[src/rtl/xlr8_dm_initiator.sv]
// xlr8_dm_initiator: bus initiator for the AVR data-memory register interface of XB wrappers.
// Accepts 8-bit register read/write commands through a small command queue and issues them
// one at a time on the XB bus (dm_sel/ramadr/ramre/ramwe/bus_wdata). Each command gets exactly
// one response, in command order: read data, zero for writes, or an error if a read times out.
//
// Ports
//   clk, rst                     single clock, synchronous active-high reset
//   clken                        bus clock enable; an access only completes when clken=1
//   cmd_valid/cmd_ready          command handshake; cmd_write/cmd_addr/cmd_wdata payload
//   rsp_valid/rsp_ready          response handshake; rsp_rdata/rsp_err payload
//   busy                         queue non-empty or an access/response in flight
//   dm_sel/ramadr/ramre/ramwe    registered bus strobes and address to the XB
//   bus_wdata                    registered write data to the XB dbus_in
//   bus_rdata/io_out_en          XB read data and its qualifier
module xlr8_dm_initiator #(
  parameter int unsigned FIFO_DEPTH = 4,
  parameter int unsigned TIMEOUT    = 4
) (
  input  logic       clk,
  input  logic       rst,
  input  logic       clken,
  input  logic       cmd_valid,
  output logic       cmd_ready,
  input  logic       cmd_write,
  input  logic [7:0] cmd_addr,
  input  logic [7:0] cmd_wdata,
  output logic       rsp_valid,
  input  logic       rsp_ready,
  output logic [7:0] rsp_rdata,
  output logic       rsp_err,
  output logic       busy,
  output logic       dm_sel,
  output logic [7:0] ramadr,
  output logic       ramre,
  output logic       ramwe,
  output logic [7:0] bus_wdata,
  input  logic [7:0] bus_rdata,
  input  logic       io_out_en
);

  localparam int unsigned PtrW  = $clog2(FIFO_DEPTH);
  localparam int unsigned CntW  = PtrW + 1;
  localparam int unsigned TcntW = (TIMEOUT > 1) ? $clog2(TIMEOUT) : 1;
  localparam logic [TcntW-1:0] TcntLast = TcntW'(TIMEOUT - 1);
  localparam logic [CntW-1:0]  CntFull  = CntW'(FIFO_DEPTH);

  typedef enum logic [1:0] {StIdle, StAccess, StResp} state_e;

  // Command queue: entry is {write, addr, wdata}
  logic [16:0]     mem_q [FIFO_DEPTH];
  logic [PtrW-1:0] wr_ptr_q, rd_ptr_q;
  logic [CntW-1:0] count_q;
  logic            full, empty, push, pop;

  state_e          state_q;
  logic            acc_write_q;
  logic [7:0]      acc_addr_q;
  logic [7:0]      acc_wdata_q;
  logic [TcntW-1:0] tcnt_q;

  assign full      = (count_q == CntFull);
  assign empty     = (count_q == '0);
  assign push      = cmd_valid && !full;
  assign pop       = (state_q == StIdle) && !empty;
  assign cmd_ready = !full;
  assign busy      = !empty || (state_q != StIdle);

  always_ff @(posedge clk) begin
    if (rst) begin
      wr_ptr_q <= '0;
      rd_ptr_q <= '0;
      count_q  <= '0;
    end else begin
      if (push) begin
        mem_q[wr_ptr_q] <= {cmd_write, cmd_addr, cmd_wdata};
        wr_ptr_q        <= wr_ptr_q + 1'b1;
      end
      if (pop) begin
        rd_ptr_q <= rd_ptr_q + 1'b1;
      end
      unique case ({push, pop})
        2'b10:   count_q <= count_q + 1'b1;
        2'b01:   count_q <= count_q - 1'b1;
        default: count_q <= count_q;
      endcase
    end
  end

  // Access FSM. The first ACCESS cycle (dm_sel still 0) only launches the registered bus
  // outputs; completion is evaluated once the strobes are actually on the bus.
  always_ff @(posedge clk) begin
    if (rst) begin
      state_q     <= StIdle;
      acc_write_q <= 1'b0;
      acc_addr_q  <= '0;
      acc_wdata_q <= '0;
      tcnt_q      <= '0;
      dm_sel      <= 1'b0;
      ramadr      <= '0;
      ramre       <= 1'b0;
      ramwe       <= 1'b0;
      bus_wdata   <= '0;
      rsp_valid   <= 1'b0;
      rsp_rdata   <= '0;
      rsp_err     <= 1'b0;
    end else begin
      unique case (state_q)
        StIdle: begin
          if (!empty) begin
            {acc_write_q, acc_addr_q, acc_wdata_q} <= mem_q[rd_ptr_q];
            tcnt_q  <= '0;
            state_q <= StAccess;
          end
        end
        StAccess: begin
          if (!dm_sel) begin
            dm_sel    <= 1'b1;
            ramadr    <= acc_addr_q;
            ramwe     <= acc_write_q;
            ramre     <= !acc_write_q;
            bus_wdata <= acc_write_q ? acc_wdata_q : 8'h00;
          end else if (clken) begin
            if (acc_write_q || io_out_en || (tcnt_q == TcntLast)) begin
              dm_sel    <= 1'b0;
              ramadr    <= '0;
              ramre     <= 1'b0;
              ramwe     <= 1'b0;
              bus_wdata <= '0;
              rsp_valid <= 1'b1;
              rsp_rdata <= (!acc_write_q && io_out_en) ? bus_rdata : 8'h00;
              rsp_err   <= !acc_write_q && !io_out_en;
              state_q   <= StResp;
            end else begin
              tcnt_q <= tcnt_q + 1'b1;
            end
          end
        end
        StResp: begin
          if (rsp_ready) begin
            rsp_valid <= 1'b0;
            rsp_rdata <= '0;
            rsp_err   <= 1'b0;
            state_q   <= StIdle;
          end
        end
        default: state_q <= StIdle;
      endcase
    end
  end

endmodule
[config.mk]
export PLATFORM = sky130hd
export DESIGN_NAME = xlr8_dm_initiator
export DESIGN_NICKNAME = d
export VERILOG_FILES = /design/src/rtl/xlr8_dm_initiator.sv
export SDC_FILE = /design/constraint.sdc
export NUM_CORES = 1
export LEC_CHECK = 0
export CORE_ASPECT_RATIO = 1.5
export CORE_MARGIN = 5
export CORE_UTILIZATION = 50
export CTS_CLUSTER_DIAMETER = 200
export CTS_CLUSTER_SIZE = 30
export DETAILED_ROUTE_END_ITERATION = 8
export GPL_TIMING_DRIVEN = 0
export MAX_ROUTING_LAYER = met4
export PLACE_DENSITY = 0.73
export RECOVER_POWER = 50
export SETUP_SLACK_MARGIN = 0.15
export SLEW_MARGIN = 20
export SYNTH_ARGS = -nofsm -noshare
export SYNTH_HDL_FRONTEND = slang
export SYNTH_SLANG_ARGS = --single-unit
[constraint.sdc]
create_clock -name clk -period 3 [get_ports clk]
set_input_delay 0.6 -clock clk [delete_from_list [all_inputs] [get_ports clk]]
set_output_delay 0.6 -clock clk [all_outputs]
set_load 0.01 [all_outputs]
Word level (Yosys, flattened, before mapping). Memory sizes are Yosys's and may differ from the RTL's. A register that Yosys moved wholly into a read port is not among the register bits. Index checks and enable logic that the tools add are counted.

Bits in registers: 40. Memory bits (writable): 68. Input port bits: 31. Output and inout port bits: 31. Logic and storage cells: 98. Memories kept: 1.

Memories: mem_q (depth 4, width 17, read ports 1, clocked after memory_dff 1, wr ports 1, line 50) `logic [16:0] mem_q [FIFO_DEPTH];`.

$add $sub $neg: 5. Eq/ne operators: 14. Muxes and demuxes: 42. Bitwise gates (word level): 1. Reduce and logical (&&, ||, !) cells: 22.

Operator list (number): $mux 8 (10); $mux 2 (9); $mux 1 (17); $pmux 8 s2 (1); $reduce_and 5->1 (3); $ne 2x2->1 const B (7); $reduce_bool 2->1 (4); $add 2x1->2 const B (3); $eq 2x2->1 const B (3); $pmux 2 s3 (1); $pmux 3 s2 (1); $eq 2x1->1 const B (2); $logic_and 1x1->1 (4); $logic_not 1->1 (4); $pmux 1 s2 (2); $pmux 2 s2 (1); $add 3x1->3 const B (1); $eq 3x3->1 const B (1); $logic_not 3->1 (1); $logic_or 1x1->1 (3); $reduce_and 3->1 (1); $sub 3x1->3 const B (1); $logic_not 2->1 (1); $ne 2x1->1 const B (1); 2 further kinds (2).

Longest topological paths before layout. Gate-level depths: netlist of the first run.

Depth after elaboration: 7. Mapped depth: 10. Gate-level depth less buffers: 9.

Worst setup path after synthesis of the first run. OpenSTA, ideal clock, no wires.

Kind: register to register. Start: reg state_q[1]. End: reg count_q[2]. Library setup time: 0.070 ns. Data arrival time: 2.120 ns. Required time: 2.930 ns. Slack: 0.810 ns. Stages on the path, launching flop included: 11. Path buffers: 2. Clock period less this slack: 2.190 ns. Cell sequence: dfxtp_1 buf_2 or2_1 clkbuf_1 nor2_1 ha_1 inv_1 fa_1 xor2_1 or3_1 a21oi_1.

Cells in the longest elaborated chain, start to end: 4. Elaborated cells on any way between the ends: 6. Those cells by class: eq/ne (2); mux (1); reduce/logical (3).

RTL lines: start, declared (line 55) `state_e state_q;`; start signal, assigned (line 93) `state_q <= StIdle;`; start signal, assigned (line 112) `state_q <= StAccess;`; start signal, assigned (line 132) `state_q <= StResp;`; $logic_not 2->1 * (line 64) `assign pop = (state_q == StIdle) && !empty;`; $logic_and 1x1->1 * (line 64); via pop (line 53) `logic full, empty, push, pop;`; $eq 2x1->1 or $eq 2x2->1 (tied branches) (line 81) `unique case ({push, pop})`; $pmux 3 s2 or $reduce_bool 2->1 (tied branches); end signal, assigned (line 82) `2'b10: count_q <= count_q + 1'b1;`; end signal, assigned (line 83) `2'b01: count_q <= count_q - 1'b1;`; end signal, assigned (line 84) `default: count_q <= count_q;`; end, declared (line 52) `logic [CntW-1:0] count_q;`.

The timed path passes the listed nets; every way through them passes the cells marked *. A chain may end at the register's enable or synchronous reset.

Worst setup path in the final report of the first run.
Start: reg count_q[2]. End: out busy.

Cells in the longest elaborated chain, start to end: 3.

RTL lines: $logic_not 3->1 (line 62) `assign empty = (count_q == '0);`; $logic_not 1->1; $logic_or 1x1->1 (line 66) `assign busy = !empty || (state_q != StIdle);`; end, declared (line 31) `output logic busy,`.

Every way passes these cells.

==> summary.md, run 1 <==
| Metric | Value |
|---|---|
| Filler cells | `726` |
| Hold Vio Cnt, Final | `0` |
| GRT overflow | `0` |
| Post-DRT Antenna Nets | `0` |
| Largest net degree at the start of global routing | `18` |
| Mapped Avg Cell Area | `13.3 um^2` |
| P&R area growth vs syn | `26.6%` |
| IO buf count | `60` |
| WL/cell | `17.9 um` |
| Clock network power share | `0.372` |
| CP Capture Type | `output pin` |
| CP top delay family | `buffers and inverters` |
| Die height | `132 um` |
| Fmax | `0.366 GHz` |
| Hold WS | `around 0.46 ns` |
| Clk buf depth | `2` |
| CP cell instances | `nor3_1 -> clkbuf_1 -> nand2_1 -> clkdlybuf4s50_1` |
| Worst EP required | `approximately 2.4 ns` |
| Most frequent cells in the layout | `edfxtp_1 (68), dfxtp_1 (57), dlygate4sd3_1 (44), a21oi_1 (43), nand3_1 (37)` |
| TritonCTS Sinks | `125` |
| Largest stage delay, worst path | `0.50 ns` |
| Crit start category | `register` |
| RSZ-0062 raised after global routing | `false` |
| Min Tclk post-route | `2.73 ns` |
| Seq/Total Area, Yosys | `0.640` |
| Chip width | `91.5 um` |
| Comb pwr share | `0.231` |
| Io pins | `62` |
| Via/cell ratio | `~5.7` |
| Slew headroom | `0.398` |
| CTS Buf Count | `17` |
| Leak | `between 0.002 and 0.0025 uW` |
| CP arrival | `2.13 ns` |
| Nets@finish | `~490` |
| Share of cells above drive strength 1 | `0.124` |
| Cell Rows | `between 40 and 50` |
| Syn Nets | `413` |
| Post-cts sizing count | `0` |
| Initial drt markers | `172` |
| Antenna cells | `0` |
| DRC violations left | `0` |
| Core area | `0.00969 mm^2` |
| Total wire length | `10400 um` |
| Hold buffer count at cts | `0` |
| Via count | `3341` |
| Post-CTS setup buffer count | `0` |
| Slew Viols, Final | `0` |
| Int Pwr | `3820 uW` |
| Root buffer cell | `clkbuf_16` |
| Final period utilization | `0.910` |
| Switching share of power | `0.291` |
| Number of synthesized register bits | `125` |
| H-Tree Depth | `4` |
| Crit Path Category | `reg2out` |
| CTS tree | `yes` |
| Initial Util | `0.514` |
| Overall routing resource usage | `0.184` |
| DP HPWL | `7210 um` |
| Worst Path Buf+Inv | `2` |
| Sw power | `around 1600 uW` |
| Setup violators final | `0` |
| Reg clk slew, reported paths | `about 0.05 ns` |
| First-pass GRT wire length | `roughly 17000 um` |
| Syn Inst Count | `375` |
| Final Wtd Congestion | `0.797` |
| Yosys warning count | `0` |
| Clock Skew | `around 0.0084 ns` |
| Worst-Skew Late Latency | `0.41 ns` |
| DR pass1 iterations | `5` |
| Ratio of total power to cell area | `855 mW/mm^2` |
| Vias in the first global route | `approximately 3.5k` |
| Worst-margin pin slew | `0.903 ns` |
| Max_cap viols | `0` |
| FF-to-FF setup slack | `~0.46 ns` |
| Status | `finished, final reports clean` |
| CP Max Fanout | `10` |
| Fin Setup TNS | `0 ns` |
| Flop pwr share | `0.397` |
| Mapped Area | `0.00498 mm^2` |
| Leading cell type in the layout, fill and taps excluded | `edfxtp_1` |
| Critical Path Slowest Stage Cell | `clkdlybuf4s50_1` |
| Die footprint | `0.0121 mm^2` |
| Initial antenna violation count | `0` |
| VDD IR max | `663 uV` |
| Hold Path Class | `reg2reg` |
| Unique cell type count in the Yosys netlist | `between 40 and 50` |
[registers in the layout (all words and copies together) (netlist names)]
register,flops
acc_addr_q,8
acc_wdata_q,8
acc_write_q,1
bus_wdata,8
count_q,3
dm_sel,1
mem_q,68
ramadr,8
ramre,1
ramwe,1
rd_ptr_q,2
rsp_err,1
rsp_rdata,8
rsp_valid,1
state_q,2
tcnt_q,2
wr_ptr_q,2
[worst reg2reg max path, cell delays in order, from the launching register on]
cell and delay [ns]:
dfxtp_1 0.29, buf_2 0.16, or2_1 0.25, clkbuf_1 0.20
nor2_1 0.29, ha_1 0.24, inv_1 0.06, fa_1 0.37
xor2_1 0.17, or3_1 0.30, a21oi_1 0.14
[final timing paths]
check | start | endpoint | cells past startpoint
max | count_q[2] | busy | 4
min | rsp_err | rsp_err | 1
max reg2reg | state_q[1] | count_q[2] | 10
min reg2reg | rsp_err | rsp_err | 1
[metal layers]
metal / up-vias / part of all wire / wire, um / track usage
met5: - / 0 / 0 / -
met4: 0 / 0.022 / 231 / 0.0677
met3: 21 / 0.063 / 659 / 0.0594
met2: 102 / 0.52 / 5370 / 0.309
met1: 1622 / 0.40 / 4140 / 0.201
li1: 1596 / - / - / -
[cells in the mapped netlist (all sizes together)]
master,count,area (um^2)
nand4,5,31.3
dfxtp,57,1140
nand3,37,185
a22o,4,35.0
mux2,1,11.3
ha,6,75.1
clkbuf,17,63.8
a31o,1,8.76
nor2b,3,18.8
mux2i,6,60.1
buf,10,65.1
or2,1,6.26
nor4bb,1,10.0
mux4,17,383
a21oi,43,215
and4b,1,10.0
xor2,2,17.5
edfxtp,68,2040
and2,4,25.0
nor3b,2,20.0
o2bb2ai,1,8.76
a211oi,1,7.51
nand3b,2,15.0
a2bb2oi,1,8.76
o31ai,1,21.3
o311a,1,21.3
o21ai,22,110
nor3,4,20.0
or3,3,18.8
inv,10,37.5
a22oi,18,135
nand2,4,15.0
nor2,9,33.8
nand2b,8,50.1
and3,1,6.26
a311oi,1,8.76
a221oi,1,15.0
fa,1,20.0
[logic make-up after synthesis]
| family | synth area share |
|---|---|
| compound gates | 0.120 |
| xor+xnor | 0.00352 |
| fa+ha+maj | 0.0191 |
| buf+inv | 0.0334 |
| flops | 0.640 |
| mux | 0.0913 |
| simple gates | 0.0935 |
[power groups by stage]
stage	Combinational, uW	Clock [uW]	Sequential, uW
after CTS	1270	2010	2140
final	1240	2010	2140
after floorplan	870	0	2140
after detailed placement	1260	0	2170
after global placement	1230	0	2160
after global routing	1370	2100	2160
[final cells by class]
type | instances | area [um^2] | area share
flip-flops and latches | 125 | 3180 | 0.505
well taps | 115 | 144 | 0.0228
clock buffers | 19 | 433 | 0.0687
repair buffers | 60 | 601 | 0.0953
plain buffers | 27 | 129 | 0.0204
inverters | 10 | 37.5 | 0.00595
clock inverters | 13 | 149 | 0.0236
multi-input cells | 213 | 1630 | 0.258
[per-stage QoR]
stage	area [um^2]	util	cells	worst slack (ns)	power (uW)
2_1_floorplan	4980	-	375	0.810	3010
3_3_place_gp	5720	0.591	550	0.0986	3390
3_5_place_dp	5720	0.591	550	0.0632	3430
4_1_cts	6300	0.651	582	0.262	5420
5_1_grt	6300	0.651	582	0.156	5630
6_report	6300	0.651	582	0.269	5390
Note: power is estimated with default switching activity, not from simulation.
==> run 2, diff against run 1 <==
==> constraint.sdc (replaced) <==
create_clock -name clk -period 3.4 [get_ports clk]
set_input_delay 0.68 -clock clk [delete_from_list [all_inputs] [get_ports clk]]
set_output_delay 0.68 -clock clk [all_outputs]
set_load 0.01 [all_outputs]
==> results of run 2 <==
Same layout as run 1 (identical final DEF). Status: finished, final reports clean.
Among the figures that moved: setup slack after placement 0.0632 ns -> 0.383 ns; setup slack after layout 0.269 ns -> 0.589 ns; register-to-register setup slack 0.46 ns -> 0.86 ns; total power 5390 uW -> 4760 uW; worst IR drop on VDD 663 uV -> 585 uV
==> run 3, diff against run 2 <==
==> constraint.sdc (replaced) <==
create_clock -name clk -period 2.9 [get_ports clk]
set_input_delay 0.58 -clock clk [delete_from_list [all_inputs] [get_ports clk]]
set_output_delay 0.58 -clock clk [all_outputs]
set_load 0.01 [all_outputs]
==> summary.md, run 3 (synthesis results as in run 1) <==
| Metric | Value |
|---|---|
| Fin Setup TNS | `0 ns (unchanged)` |
| CTS Buf Count | `17 (unchanged)` |
| Via/cell ratio | `5.74 (about the same)` |
| Hold Path Class | `reg2reg` |
| Critical Path Slowest Stage Cell | `clkdlybuf4s50_1` |
| Die height | `132 um (unchanged)` |
| Switching share of power | `0.291` |
| Int Pwr | `around 4000 uW` |
| TritonCTS Sinks | `125 (unchanged)` |
| RSZ-0062 raised after global routing | `false` |
| Filler cells | `727 (+0.14%)` |
| Multi-input logic area | `0.00163 mm^2 (+0.31%)` |
| Initial Util | `0.514 (unchanged)` |
| Slew Viols, Final | `0 (unchanged)` |
| Clk buf depth | `2 (unchanged)` |
| DR pass1 iterations | `4 (-1)` |
| Reg with most FFs | `mem_q` |
| Core area | `0.00969 mm^2 (unchanged)` |
| Initial antenna violation count | `0 (unchanged)` |
| Sw power | `between 1500 and 2000 uW` |
| CP Max Fanout | `10 (unchanged)` |
| Leak | `0.00220 uW (+0.18%)` |
| Overall routing resource usage | `0.184 (unchanged)` |
| CP cell instances | `nor3_2 -> clkbuf_1 -> nand2_1 -> clkdlybuf4s50_1` |
| Share of cells above drive strength 1 | `0.128 (+0.00428)` |
| First-pass GRT wire length | `17200 um (unchanged)` |
| Crit start category | `register` |
| Status | `finished, final reports clean` |
| Hold WS | `0.459 ns (+0.000856 ns)` |
| Via count | `3343 (+0.060%)` |
| Flop pwr share | `0.397 (about the same)` |
| Slew headroom | `0.399 (+0.00109)` |
| Hold Vio Cnt, Final | `0 (unchanged)` |
| Largest net degree at the start of global routing | `18 (unchanged)` |
| Hold buffer count at cts | `0 (unchanged)` |
| Post-CTS setup buffer count | `0 (unchanged)` |
| Initial drt markers | `164 (-4.7%)` |
| Max_cap viols | `0 (unchanged)` |
| CP Capture Type | `output pin` |
| Nets@finish | `492 (unchanged)` |
| Worst-margin pin slew | `0.901 ns (-0.00164 ns)` |
| Leading cell type in the layout, fill and taps excluded | `edfxtp_1` |
| Die footprint | `0.0121 mm^2 (unchanged)` |
| Post-DRT Antenna Nets | `0 (unchanged)` |
| P&R area growth vs syn | `26.8% (about the same)` |
| Inst Count DP | `550 (unchanged)` |
| VDD IR max | `687 uV` |
| Total wire length | `10400 um (about the same)` |
| Max reg flops | `68 (unchanged)` |
| Ratio of total power to cell area | `~900 mW/mm^2` |
| Clock Skew | `0.00781 ns (-0.000628 ns)` |
| Final Wtd Congestion | `0.797 (unchanged)` |
| Reg clk slew, reported paths | `0.05 ns (about the same)` |
| Antenna cells | `0 (unchanged)` |
| Non-Filler Instances | `582 (unchanged)` |
| Post-cts sizing count | `0 (unchanged)` |
| Comb pwr share | `0.231 (about the same)` |
| DP HPWL | `7210 um (unchanged)` |
| GRT overflow | `0 (unchanged)` |
| DRC violations left | `0 (unchanged)` |
| Min Tclk post-route | `around 2.6 ns` |
| Chip width | `91.5 um (unchanged)` |
| Crit Path Category | `reg2out` |
| IO buf count | `60 (unchanged)` |
| Root buffer cell | `clkbuf_16` |
| H-Tree Depth | `4 (unchanged)` |
| CP arrival | `2.00 ns (-0.13 ns)` |
| Reg area | `0.00318 mm^2 (unchanged)` |
| CTS tree | `yes` |
| Clock network power share | `0.372 (about the same)` |
| Setup violators final | `0 (unchanged)` |
| Fmax | `0.388 GHz` |
| Vias in the first global route | `3499 (unchanged)` |
| Worst EP required | `2.32 ns` |
| Final Power | `5580 uW` |
| Final period utilization | `0.890` |
| Io pins | `62 (unchanged)` |
| WL/cell | `17.9 um (about the same)` |
| Worst-Skew Late Latency | `0.41 ns (about the same)` |
| Largest stage delay, worst path | `0.50 ns (about the same)` |
| Cell Rows | `44 (unchanged)` |
| Most frequent cells in the layout | `edfxtp_1 (68), dfxtp_1 (57), dlygate4sd3_1 (44), a21oi_1 (43), nand3_1 (37)` |
[run 3: through the flow]
| stage | utilization | worst slack [ns] | cell area, um^2 |
|---|---|---|---|
| 6_report | 0.651 | 0.320 | 6310 |
| 5_1_grt | 0.651 | 0.178 | 6310 |
| 4_1_cts | 0.651 | 0.182 | 6300 |
| 3_5_place_dp | 0.591 | -0.0168 | 5720 |
| 3_3_place_gp | 0.591 | 0.0186 | 5720 |
| 2_1_floorplan | - | 0.710 | 4980 |
[run 3: power by group through the flow]
stage	clock (uW)	combinational, uW	sequential, uW
after floorplan	0	900	2210
after global placement	0	1270	2240
after detailed placement	0	1300	2250
after CTS	2080	1310	2210
after global routing	2170	1430	2240
final	2080	1290	2220
[run 3: area by class of cell]
cell class                 count  share of cell area
timing repair buffer          60              0.0952
clock buffer                  19              0.0686
sequential                   125               0.504
multi-input combinational    213               0.259
inverter                      10             0.00595
tap                          115              0.0228
buffer                        27              0.0206
clock inverter                13              0.0236
[run 3: final timing paths]
kind,start,to,slack (ns),cells past startpoint
setup / recovery,count_q[2],busy,0.32,4
hold / removal,rsp_err,rsp_err,0.46,1
setup reg to reg,state_q[1],count_q[2],0.38,10
hold reg to reg,rsp_err,rsp_err,0.46,1
[run 3: worst max-delay path: cells and delay by family, from the launching register on]
| family | cells | cell delay (ns) |
|---|---|---|
| and+or+nand+nor | 2 | 0.43 |
| buffers and inverters | 2 | 0.83 |
| DFF | 1 | 0.34 |
[run 3: routing by layer]
metal  track usage  routed length (um)  vias up
met5             -                   0        -
li1              -                   -     1599
met2         0.309                5450       98
met4        0.0677                 185        0
met1         0.201                4190     1627
met3        0.0594                 592       19
